==> config.mk <==
export PLATFORM = sky130hd
export DESIGN_NAME = fetch_stage
export DESIGN_NICKNAME = d
export VERILOG_FILES = /design/src/rtl/fetch_stage.sv
export SDC_FILE = /design/constraint.sdc
export NUM_CORES = 1
export LEC_CHECK = 0
export BUFFER_PORTS_ARGS = -buffer_cell sky130_fd_sc_hd__buf_2
export CORE_MARGIN = 8
export CORE_UTILIZATION = 50
export DETAILED_ROUTE_END_ITERATION = 12
export PLACE_DENSITY = 0.82
export SLEW_MARGIN = 10
export SYNTH_ARGS = -nofsm -noshare
export SYNTH_HDL_FRONTEND = slang
export SYNTH_SLANG_ARGS = --single-unit
==> constraint.sdc <==
create_clock -name clk -period 3.93 [get_ports clk]
set_input_delay 0.786 -clock clk [delete_from_list [all_inputs] [get_ports clk]]
set_output_delay 0.786 -clock clk [all_outputs]
set_load 0.01 [all_outputs]
==> src/rtl/fetch_stage.sv <==
// Instruction fetch: one read per cycle into a 2-entry {instr, pc} buffer; request T -> out_valid T+2.
// Backpressure: requests stop once buffered plus in-flight words would exceed two; redirect flushes.
module fetch_stage #(
  parameter logic [31:0] RESET_PC = 32'h0000_0000
) (
  input  logic        clk,
  input  logic        rst,
  output logic        mem_request,
  output logic        mem_we_re,
  output logic [3:0]  mem_mask,
  output logic [7:0]  mem_address,
  output logic [31:0] mem_data_in,
  input  logic        mem_valid,
  input  logic [31:0] mem_data_out,
  input  logic        redirect,
  input  logic [31:0] redirect_pc,
  output logic        out_valid,
  output logic [31:0] out_instr,
  output logic [31:0] out_pc,
  input  logic        out_ready
);

  logic [1:0]  r_count;
  logic [31:0] r_fetch_pc;
  logic        r_inflight;
  logic [31:0] r_inflight_pc;
  logic [31:0] r_instr0, r_instr1;
  logic [31:0] r_pc0, r_pc1;

  logic        w_pop;
  logic        w_write;
  logic [2:0]  w_occupancy;
  logic [1:0]  w_write_idx;
  logic [31:0] w_redirect_pc;

  assign out_valid   = (r_count != 2'd0);
  assign out_instr   = r_instr0;
  assign out_pc      = r_pc0;

  assign mem_we_re   = 1'b0;
  assign mem_mask    = 4'b1111;
  assign mem_data_in = 32'h0;
  assign mem_address = r_fetch_pc[9:2];

  assign w_pop         = out_valid & out_ready;
  assign w_write       = mem_valid & r_inflight & ~redirect;
  assign w_write_idx   = r_count - {1'b0, w_pop};
  assign w_redirect_pc = redirect_pc & 32'hFFFF_FFFC;

  // Words already buffered (after this cycle's pop) plus the one still in flight.
  assign w_occupancy = {1'b0, r_count} - {2'b00, w_pop} + {2'b00, r_inflight};
  assign mem_request = ~rst & ~redirect & (w_occupancy < 3'd2);

  always_ff @(posedge clk) begin
    if (rst) begin
      r_count       <= 2'd0;
      r_fetch_pc    <= RESET_PC;
      r_inflight    <= 1'b0;
      r_inflight_pc <= 32'h0;
      r_instr0      <= 32'h0;
      r_instr1      <= 32'h0;
      r_pc0         <= 32'h0;
      r_pc1         <= 32'h0;
    end else if (redirect) begin
      r_count    <= 2'd0;
      r_inflight <= 1'b0;
      r_fetch_pc <= w_redirect_pc;
    end else begin
      r_count <= r_count + {1'b0, w_write} - {1'b0, w_pop};
      // Head is always entry 0; a pop shifts entry 1 forward before the tail write lands.
      if (w_pop) begin
        r_instr0 <= r_instr1;
        r_pc0    <= r_pc1;
      end
      if (w_write) begin
        if (w_write_idx == 2'd0) begin
          r_instr0 <= mem_data_out;
          r_pc0    <= r_inflight_pc;
        end else begin
          r_instr1 <= mem_data_out;
          r_pc1    <= r_inflight_pc;
        end
      end
      if (mem_request) begin
        r_inflight    <= 1'b1;
        r_inflight_pc <= r_fetch_pc;
        r_fetch_pc    <= r_fetch_pc + 32'd4;
      end else if (mem_valid) begin
        r_inflight <= 1'b0;
      end
    end
  end

endmodule

==> results.toml, run 1 <==
[min_path]
min_from = "r_pc1[6]"
min_path_cells = 2
hp-class = "register to register"
hold_end = "r_pc1[6]"

[clock_network]
cts_max_level = 4
clock_path_buffers = 2
cts_root_buf = "clkbuf_16"
cts.sinks = 189
cts-resized-gates = 0
insertion_delay_ns = 0.43
cts_hold_buf = 0
cts_tree = "done"
numCtsBuffers = 17
clk_pin_slew_worst_paths_ns = 0.06
post_cts_buffers = 0

[global_route]
grt_max_degree = 79
gr-usage-all-layers = 0.201
grt_pass1_vias = 7033
antenna_found_initial = 0
grt_pass1_wl_um = 36100
gr-total-overflow = 0

[timing]
tightest_slew_ns = 1.17
setup_viol = 0
hold_viol_final = 0
fin_worst_skew_ns = 0.0112
drv_slew = 0
layout_min_cycle_time_ns = 3.28
fin_setup_tns_ns = 0
slew_headroom = 0.218
fmax_mhz = 305
rsz0062_at_grt = "no"
whs_ns = 0.450
fin_crit_sh = 0.835

[placement]
gp_congestion = 0.900
placed_cells = 1346
io_buffers = 140
dp_hpwl_um = 15400
dpl_cell_area_um2 = 9320

[job]
maxCapViolations = 0

[setup_path]
reg2reg_slack_ns = 1.11
arrival_ns = 2.50
cp_common_cell = "buf_2"
crit_type = "input pin to primary output"
r2r_cells = 8
crit_family = "simple AND/OR/NAND/NOR gates"
rr_startpoint = "r_inflight"
path_buf_inv = 3
r2r-end = "r_fetch_pc[19]"
cp_data_required_time_ns = 3.14
cp_slowest_cell = "fa_1"
end_kind = "primary output"
cp_slowest_stage_delay_ns = 0.50
cp-start-kind = "input pin"
worstPathMaxFanout = 10
crit_chain = "buf_2 -> xor2_1 -> nand2_1 -> fa_1 -> nor3b_4 -> nand2_2 -> inv_2 -> buf_2"

[layout]
design_area_um2 = 9970
instances_no_fill = 1378
multi_input_area_um2 = 4320
drive_gt1_frac = 0.185
num_antenna_cells = 0
area_growth_pct = 13.9
layout.nets = 1212
regArea_um2 = 3780
final.fill_count = 1560

[floorplan]
ios = 180
core_area_um2 = 17200
initial_core_util = 0.509
fp.dieH_um = 148
rows = 48
dieArea_um2 = 22000
die_w_um = 148

[route]
wl_per_cell_um = 16.4
drc = 0
routed-via-count = 7647
avgViaCountPerCell = 5.55
postRouteWirelength_um = 22700
dr.first_iter.drc_count = 672
firstDrtPassIters = 5
antenna_left = 0

[logic_synthesis]
synth_top_family_by_area = "simple AND/OR/NAND/NOR gates"
synth_common_cells = "nand2_1, dfxtp_1, a21oi_1, clkbuf_1, mux2i_1"
synth-main-ff-cell = "dfxtp_1"
yosysWarningCount = 0
netlist.area_leader.share = 0.433
yosys.area_share.simple = 0.216
syn_area_per_cell_um2 = 8.28
yosysMostFrequentCell = "nand2_1"
synthMuxAreaShare = 0.0596
synth-async-reset-ratio = 0
ys_types = 66
syn_inst = 1057
ys_ff_latch = 189
ys_top_cells_by_area = "dfxtp_1, nand2_1, a21oi_1, mux2i_1, buf_4"
syn-cell-area_um2 = 8750
synthAdderAreaFrac = 0.00515
synth-compound-area-share = 0.183
seq_area_frac_synth = 0.433
synth-edff-count = 0
synth_area_leader_cell = "dfxtp_1"
synth_xor_area_frac = 0.0109

[outcome]
status = "complete, no violations"

[power_and_ir_drop]
p_leak_nw = 3.61
peakVddDrop_v = 0.000378
pwr_density_cell_nw_per_um2 = 426
## worst register-to-register path, cell delays in order, from the launching register on
cell	delay [ns]
dfxtp_1	0.45
xor2_1	0.18
nand2_1	0.09
fa_1	0.44
xnor2_2	0.30
buf_4	0.27
nand2_2	0.17
or4_1	0.54
a311oi_1	0.28
## layout by cell type, fill, tap and decap left out, types with 6 or more instances in the layout
cell type  count
a31oi_1       12
conb_1        37
clkbuf_16     17
nor4b_1       11
o31ai_1        8
o21ai_0       21
or3_1          8
inv_1         16
buf_4         18
dfxtp_1      189
and2_1         6
a2111oi_0     11
nand3_1       19
a211oi_1      37
and3_1         7
mux2i_1       51
o21ai_1       10
o211ai_1      12
or2_1         15
buf_2        139
or4_1         15
nor2_1        50
a21oi_1      124
a311oi_1       9
nand2_1      213
nand4_1        8
## state kept, by name (all words and copies together) (netlist names)
register,flops
out_instr,32
out_pc,32
r_instr1,32
r_fetch_pc,30
r_inflight_pc,30
r_pc1,30
r_count,2
r_inflight,1
## metal layers
| layer | up-vias | share of wire | wire length [um] | global-route usage |
|---|---|---|---|---|
| li1 | 3793 | - | - | - |
| met1 | 3544 | 0.45 | 10300 | 0.262 |
| met2 | 271 | 0.45 | 10200 | 0.313 |
| met3 | 39 | 0.076 | 1720 | 0.0495 |
| met4 | 0 | 0.020 | 464 | 0.0821 |
| met5 | - | 0 | 0 | 0 |
## kinds of logic (layout without fill, tap and decap cells)
logic type / count (synthesis) / in the layout
adder cells (fa/ha/maj): 3 / 3
multiplexers: 52 / 52
buffers and inverters: 149 / 210
XOR/XNOR: 10 / 10
AND/OR/NAND/NOR: 390 / 390
flip-flops: 189 / 189
AO/OA/AOI/OAI: 262 / 262
other: 2 / 37
## final cells by class
cell class | instances | share of cell area
multi-input combinational | 754 | 0.433
sequential | 189 | 0.380
timing repair buffer | 159 | 0.0874
clock buffer | 17 | 0.0427
tap | 225 | 0.0282
clock inverter | 15 | 0.0218
inverter | 19 | 0.00716
## stage by stage
step / util / total power [mW] / worst slack (ns)
finish: 0.580 / 4.25 / 0.649
global route: 0.580 / 4.39 / 0.532
CTS: 0.580 / 4.27 / 0.661
detailed placement: 0.543 / 2.40 / 0.667
global placement: 0.543 / 2.39 / 0.685
floorplan: - / 2.30 / 0.482
## worst max path at each step
stage               start     endpoint  slack, ns  cells after the start
2_1_floorplan   out_ready  mem_request       0.48                      9
3_3_place_gp    out_ready  mem_request       0.69                      8
3_5_place_dp    out_ready  mem_request       0.67                      8
4_1_cts        r_inflight  mem_request       0.66                      7
5_1_grt        r_inflight  mem_request       0.53                      7
6_report        out_ready  mem_request       0.65                      8
## report_power, final
part           internal [mW]  switching, mW  leakage, nW
Sequential              1.97         0.0567         1.53
Combinational          0.123          0.211         1.76
Clock                   1.13          0.757        0.317
Note: power is estimated with default switching activity, not from simulation.
==> run 2: changes to the inputs <==
Clock period 3.93 ns to 3.27 ns, I/O delays scaled along.
==> run 2 against run 1 <==
  * Hold slack better by 0.00059 ns
  * Register-to-register slack worse by 0.48 ns
  * Largest power group unchanged
  * Core utilization is 0.073 points higher
  * Sequential share of layout area hardly changed
  * Critical endpoint unchanged
  * Sequential cell count stayed put
  * Via count is 1.0% higher
  * Count of clock-buffer cells in the layout is 2 higher
  * Global-route usage is 0.30 points higher
  * Sequential power is 20% higher
  * Non-clock buffer count is 1 lower
  * Combinational power is 21% higher
  * Routed wire length is 0.70% higher
==> results.toml, run 2 (same netlist as run 1, synthesis figures left out) <==
[outcome]
status = "complete, no violations"

[timing]
finalWorstSetupSlack_ns = 0.220
setup_viol = 0
drv_slew = 0
slew_headroom = 0.532
fmax_mhz = 328
hold_viol_final = 0
layout_min_cycle_time_ns = 3.05
fin_crit_sh = 0.933
fin_worst_skew_ns = 0.0134
fin_setup_tns_ns = 0
tightest_slew_ns = 0.699
rsz0062_at_grt = "no"

[clock_network]
clk_pin_slew_worst_paths_ns = 0.07
cts_hold_buf = 0
clock_path_buffers = 2
cts_tree = "done"
numCtsBuffers = 17
cts-resized-gates = 0
cts_max_level = 4
cts_root_buf = "clkbuf_16"
post_cts_buffers = 0
cts.sinks = 189
insertion_delay_ns = 0.43

[global_route]
antenna_found_initial = 0
gr-total-overflow = 0
grt_max_degree = 112
grt_pass1_wl_um = 37100
grt_pass1_vias = 7350
gr-usage-all-layers = 0.204

[placement]
dp_hpwl_um = 15500
dpl_cell_area_um2 = 9340
pre_cts_slack_ns = 0.324
io_buffers = 140
gp_congestion = 0.905

[setup_path]
reg2reg_slack_ns = 0.63
r2r-end = "r_fetch_pc[24]"
cp_slowest_stage_delay_ns = 0.44
end_kind = "primary output"
crit_chain = "xor2_1 -> nand2_1 -> fa_1 -> xnor2_2 -> buf_4 -> nand2_2 -> inv_2 -> buf_2"
cp-start-kind = "register"
endpoint = "mem_request"
path_depth = 8
crit_type = "register to primary output"
crit_start = "r_inflight"
arrival_ns = 2.40
path_buf_inv = 3
cp_data_required_time_ns = 2.62
rr_startpoint = "r_inflight"
cp_slowest_cell = "dfxtp_1"
r2r_cells = 8
worstPathMaxFanout = 13
crit_family = "buffers and inverters"

[floorplan]
fp.dieH_um = 148
rows = 48
core_area_um2 = 17200
dieArea_um2 = 22000
die_w_um = 148
initial_core_util = 0.509
ios = 180

[power_and_ir_drop]
clkPwrFrac = 0.440
p_sw_frac = 0.242
power.switching_mw = 1.23
p_int_mw = 3.85
p_leak_nw = 3.61
peakVddDrop_v = 0.000379
seq_power_share = 0.480
pwr_density_cell_nw_per_um2 = 509
comb_power_share = 0.080

[route]
firstDrtPassIters = 5
dr.first_iter.drc_count = 720
postRouteWirelength_um = 22800
drc = 0
antenna_left = 0
avgViaCountPerCell = 5.61
wl_per_cell_um = 16.6
routed-via-count = 7724

[layout]
regArea_um2 = 3780
design_area_um2 = 9980
num_antenna_cells = 0
final_cell_mix = "nand2_1, dfxtp_1, buf_2"
layout.nets = 1211
drive_gt1_frac = 0.184
area_growth_pct = 14.1
multi_input_area_um2 = 4320
final_util = 0.581
final_common_cell = "nand2_1"
final.fill_count = 1590

[job]
maxCapViolations = 0

[min_path]
min_from = "r_pc1[14]"
hp-class = "register to register"
## run 2: metrics by stage
stage,cells,power (mW),hold slack [ns]
after floorplan,1092,2.76,0.432
after global placement,1345,2.88,0.437
after detailed placement,1345,2.89,0.444
after CTS,1377,5.10,0.453
after global routing,1377,5.25,0.468
final,1377,5.08,0.450
## run 2: tightest hold or removal path, cell delays in order, from the launching register on
cell and delay (ns):
dfxtp_1 0.30, nand2_1 0.05, a21oi_1 0.05
## run 2: layer usage
metal  vias up  GRT usage  wire length [um]
met1      3563      0.265             10100
met3        44     0.0483              1860
met5         -          0                 0
li1       3795          -                 -
met2       322      0.322             10400
met4         0     0.0790               441
## run 2: power by group through the flow
| stage | sequential (mW) | combinational [mW] | clock (mW) |
|---|---|---|---|
| 6_report | 2.44 | 0.405 | 2.24 |
| 5_1_grt | 2.44 | 0.447 | 2.36 |
| 4_1_cts | 2.43 | 0.405 | 2.26 |
| 3_5_place_dp | 2.49 | 0.403 | 0 |
| 3_3_place_gp | 2.48 | 0.395 | 0 |
| 2_1_floorplan | 2.48 | 0.283 | 0 |
## run 2: area by class of cell
| class | instances | share of cell area |
|---|---|---|
| flip-flops and latches | 189 | 0.379 |
| inverters | 19 | 0.00715 |
| clock buffers | 19 | 0.0454 |
| repair buffers | 158 | 0.0890 |
| well taps | 225 | 0.0282 |
| multi-input cells | 754 | 0.433 |
| clock inverters | 13 | 0.0186 |
## run 2: how the worst min path moves through the flow
| stage | endpoint | slack [ns] | cells after the start |
|---|---|---|---|
| after floorplan | r_instr1[10] | 0.43 | 2 |
| after global placement | r_pc1[26] | 0.44 | 2 |
| after detailed placement | r_pc1[14] | 0.44 | 2 |
| after CTS | r_pc1[14] | 0.45 | 2 |
| after global routing | r_instr1[29] | 0.47 | 2 |
| final | r_pc1[14] | 0.45 | 2 |
